[src/rtl/pipe_skid_stage.sv]
// Pipeline stage register with a 2-entry skid buffer, valid/ready handshake, stall and flush.
// Latency: 1 cycle from acceptance to out_*; sustains 1 entry/cycle. Backpressure: in_ready drops only when both entries are full or stalled.
// Bubbles (invalid/flushed entries) always carry NOP_CTRL so no stale control bits can leak downstream.
module pipe_skid_stage #(
    parameter int              DW       = 64,
    parameter int              CW       = 8,
    parameter logic [CW-1:0]   NOP_CTRL = '0
) (
    input  logic          CLK,
    input  logic          nRST,
    input  logic          in_valid,
    output logic          in_ready,
    input  logic [DW-1:0] in_data,
    input  logic [CW-1:0] in_ctrl,
    output logic          out_valid,
    input  logic          out_ready,
    output logic [DW-1:0] out_data,
    output logic [CW-1:0] out_ctrl,
    input  logic          stall,
    input  logic          flush,
    output logic [1:0]    occupancy
);

    typedef enum logic [1:0] {
        EMPTY = 2'd0,
        ONE   = 2'd1,
        TWO   = 2'd2
    } state_t;

    state_t        state_q, state_d;
    logic [DW-1:0] main_data_q, main_data_d;
    logic [CW-1:0] main_ctrl_q, main_ctrl_d;
    logic [DW-1:0] skid_data_q, skid_data_d;
    logic [CW-1:0] skid_ctrl_q, skid_ctrl_d;

    logic main_vld;
    logic push;
    logic pop;

    assign main_vld  = (state_q != EMPTY);
    // nRST gates in_ready so upstream never sees a grant while the stage is held in reset.
    assign in_ready  = nRST && !stall && (state_q != TWO);
    assign out_valid = !stall && main_vld;
    assign out_data  = main_data_q;
    assign out_ctrl  = out_valid ? main_ctrl_q : NOP_CTRL;
    assign occupancy = state_q;
    assign push      = in_valid && in_ready;
    assign pop       = out_valid && out_ready;

    always_comb begin
        state_d     = state_q;
        main_data_d = main_data_q;
        main_ctrl_d = main_ctrl_q;
        skid_data_d = skid_data_q;
        skid_ctrl_d = skid_ctrl_q;

        if (flush) begin
            state_d     = EMPTY;
            main_data_d = '0;
            main_ctrl_d = NOP_CTRL;
            skid_data_d = '0;
            skid_ctrl_d = NOP_CTRL;
        end else begin
            case (state_q)
                EMPTY: begin
                    if (push) begin
                        main_data_d = in_data;
                        main_ctrl_d = in_ctrl;
                        state_d     = ONE;
                    end
                end
                ONE: begin
                    if (push && pop) begin
                        main_data_d = in_data;
                        main_ctrl_d = in_ctrl;
                    end else if (push) begin
                        skid_data_d = in_data;
                        skid_ctrl_d = in_ctrl;
                        state_d     = TWO;
                    end else if (pop) begin
                        main_data_d = '0;
                        main_ctrl_d = NOP_CTRL;
                        state_d     = EMPTY;
                    end
                end
                TWO: begin
                    // in_ready is low here, so only a pop can move the skid entry forward.
                    if (pop) begin
                        main_data_d = skid_data_q;
                        main_ctrl_d = skid_ctrl_q;
                        skid_data_d = '0;
                        skid_ctrl_d = NOP_CTRL;
                        state_d     = ONE;
                    end
                end
                default: begin
                    state_d     = EMPTY;
                    main_data_d = '0;
                    main_ctrl_d = NOP_CTRL;
                    skid_data_d = '0;
                    skid_ctrl_d = NOP_CTRL;
                end
            endcase
        end
    end

    always_ff @(posedge CLK or negedge nRST) begin
        if (!nRST) begin
            state_q     <= EMPTY;
            main_data_q <= '0;
            main_ctrl_q <= NOP_CTRL;
            skid_data_q <= '0;
            skid_ctrl_q <= NOP_CTRL;
        end else begin
            state_q     <= state_d;
            main_data_q <= main_data_d;
            main_ctrl_q <= main_ctrl_d;
            skid_data_q <= skid_data_d;
            skid_ctrl_q <= skid_ctrl_d;
        end
    end

endmodule

[config.mk]
export PLATFORM = sky130hd
export DESIGN_NAME = pipe_skid_stage
export DESIGN_NICKNAME = d
export VERILOG_FILES = /design/src/rtl/pipe_skid_stage.sv
export SDC_FILE = /design/constraint.sdc
export NUM_CORES = 1
export LEC_CHECK = 0
export BUFFER_PORTS_ARGS = -buffer_cell sky130_fd_sc_hd__buf_2
export CAP_MARGIN = 20
export CORE_ASPECT_RATIO = 1.1
export CORE_MARGIN = 8
export CORE_UTILIZATION = 28
export DETAILED_ROUTE_END_ITERATION = 8
export PLACE_DENSITY = 0.54
export SLEW_MARGIN = 20
export SYNTH_ARGS = -nofsm -noshare
export SYNTH_HDL_FRONTEND = slang
export SYNTH_SLANG_ARGS = --single-unit
[constraint.sdc]
create_clock -name CLK -period 2.34 [get_ports CLK]
set_input_delay 0.468 -clock CLK [delete_from_list [all_inputs] [get_ports CLK]]
set_output_delay 0.468 -clock CLK [all_outputs]
set_load 0.01 [all_outputs]
==> metrics.txt <==
setup violation total in the final timing report=0; pre-CTS WS=291 ps; CTS tree=done; Die Height=180 µm; number of synthesized register bits=146; Worst Setup Start Kind=flop; fin crit period=2250 ps; clk buf depth=2; Starting DRT DRC Count=240; Synthesized Nets=603; CP max stage cell=dfrtp_4; ratio of cells with drive above 1 in the final layout=31.1%; top-level port count=154; M1 GR Usage=16.8%; CP arrival=1780 ps; GRT overflow=0; Worst-path clk slew=70 ps; post-synth top area cell=dfrtp_1; WHS=223 ps; PortBufs=153; H-Tree Depth=4; Slew headroom=47.2%; Starting Density=28.3%; met3 Usage GRT=3.02%; Leak=3.97 nW; DP Area=7890 µm²; total CTS buffers=17; CP delay by family, top=buffers and inverters; Setup Buffers After CTS=0; Root Driver=clkbuf_16; most frequent cell after synthesis=dfrtp_1; RSZ-0062 raised after global routing=false; initial antenna violation count=1; CP Capture Type=primary output; Post-CTS Resized=0; gpl congestion=0.743; Final Hold Viols=0; post-synthesis instance total=525; peak supply drop=0.411 mV; largest net degree at the start of global routing=147; num rows=60; drt total wl=19100 µm; actual slew at the worst max-slew pin=792 ps; post-route ant nets=0; met2 usage=22.0%; max incr delay on CP=560 ps; fin. max-slew vios=0; fillers=2414; worst path cell trace=buf_4, buf_2; post-synth top area share=53.2%; Crit Path Class=reg2out; Synth Area per Inst=13.1 µm²; via count=5139; all-layer global routing usage=13.3%; Synth-to-Final Area Change=24.6%; synth unique cells=30; post-route setup TNS=0 ps; GRT Max-Usage Layer=met2; vias in the first global route=5684; detailed placement HPWL=12200 µm; total die area=29800 µm²; pwr dens=729 nW/µm²; first-pass GRT wire length=31500 µm; Mapped Area=6870 µm²; Core Area=24200 µm²; Hold Path Class=in2async; Required @ worst endpoint=1870 ps; Num Clock Sinks=146; Peak Freq=0.445 GHz; Die Width=165 µm; Clock Latency Late Sink=410 ps; Fin Clk Skew=6.65 ps; critical path peak fanout=33; Final nets=737; YS warnings=0; fin area=8550 µm²; max cap viols=0; hold buffers post-CTS=0; drt via density=5.23; Avg WL per Cell=19.4 µm; status=completed; WP buf/inv=2; EDFF count, synth=0; first-pass iteration count of the detailed router=6; slack of the critical path=93.4 ps; sequential fraction of the synthesis area=53.2%; top post-synthesis cells by area=dfrtp_1, a22o_1, mux2i_1; Tcrit/Tclk final=96.0%; Residual DRC=0; fraction of registers with async set/reset=100%; Post-synth top cells=dfrtp_1, a22o_1, mux2i_1, o2bb2ai_1, buf_2; ys flop type=dfrtp_1
## logic make-up after synthesis
| logic type | synth area share (%) |
|---|---|
| compound gates | 28.4 |
| xor+xnor | 0.128 |
| buf+inv | 5.12 |
| flops | 53.2 |
| mux | 10.5 |
| simple gates | 2.66 |
## layout by cell type, fill, tap and decap left out, types with 2 or more instances in the layout
cell type	netlist	final
o2bb2ai_1	72	72
clkbuf_16	0	17
a21oi_4	1	2
and2_1	8	8
a22o_1	144	144
inv_1	2	2
buf_12	0	5
inv_6	0	3
a21oi_1	3	2
nor2_1	4	3
clkinv_4	0	2
clkbuf_1	15	2
buf_4	1	11
clkbuf_8	0	2
nand2_1	4	4
buf_2	23	152
dfrtp_1	146	144
bufinv_16	0	5
mux2i_1	72	72
## through the flow
| stage | instances | util, % | total power [mW] |
|---|---|---|---|
| after global placement | 950 | 32.5 | 3.21 |
| after global routing | 983 | 35.3 | 6.51 |
| after floorplan | 525 | - | 2.93 |
| final | 983 | 35.3 | 6.24 |
| after detailed placement | 950 | 32.5 | 3.22 |
| after CTS | 982 | 35.3 | 6.34 |
## layer usage
| layer | up-vias | part of all wire [%] | routed length, µm |
|---|---|---|---|
| li1 | 2356 | - | - |
| met1 | 2645 | 46 | 8710 |
| met2 | 128 | 49 | 9280 |
| met3 | 10 | 4.7 | 898 |
| met4 | 0 | 1.2 | 227 |
| met5 | - | 0 | 0 |
## area by class of cell
| class | instances | area, µm² | area share, % |
|---|---|---|---|
| Clock inverter | 11 | 199 | 2.33 |
| Antenna cell | 1 | 2.50 | 0.0293 |
| Tap cell | 310 | 388 | 4.53 |
| Timing Repair Buffer | 169 | 955 | 11.2 |
| Inverter | 3 | 11.3 | 0.132 |
| Multi-Input combinational cell | 322 | 2880 | 33.7 |
| Clock buffer | 21 | 460 | 5.38 |
| Sequential cell | 146 | 3660 | 42.8 |
## state kept, by name (all words and copies together) (netlist names)
name	flops
skid_ctrl_q	8
occupancy	2
out_data	64
main_ctrl_q	8
skid_data_q	64
## worst reg2reg max path, stage by stage (launching register included)
cell,delay [ps]
dfrtp_4,580
xor2_1,240
a22oi_1,150
nor2_4,420
buf_12,350
a22o_1,230
## report_power, final
group          internal, mW  switching, mW
Combinational         0.210          0.337
Sequential             2.58         0.0364
Clock                  1.97           1.11
## final timing paths
| path | endpoint | slack [ps] | cells after the start | startpoint |
|---|---|---|---|---|
| hold / removal | skid_data_q[52]$_DFFE_PN0P_ | 220 | 2 | nRST |
| setup reg to reg | out_data[10]$_DFFE_PN0P_ | 300 | 5 | occupancy[1]$_DFFE_PN0P_ |
| max in group asynchronous | occupancy[1]$_DFFE_PN0P_ | 1480 | 2 | nRST |
| hold reg to reg | out_data[20]$_DFFE_PN0P_ | 500 | 1 | out_data[20]$_DFFE_PN0P_ |
| min in group CLK | skid_data_q[58]$_DFFE_PN0P_ | 310 | 2 | in_data[58] |
| setup / recovery | occupancy[1] | 90 | 2 | occupancy[1]$_DFFE_PN0P_ |
No activity file was read; power rests on OpenSTA's default activity.
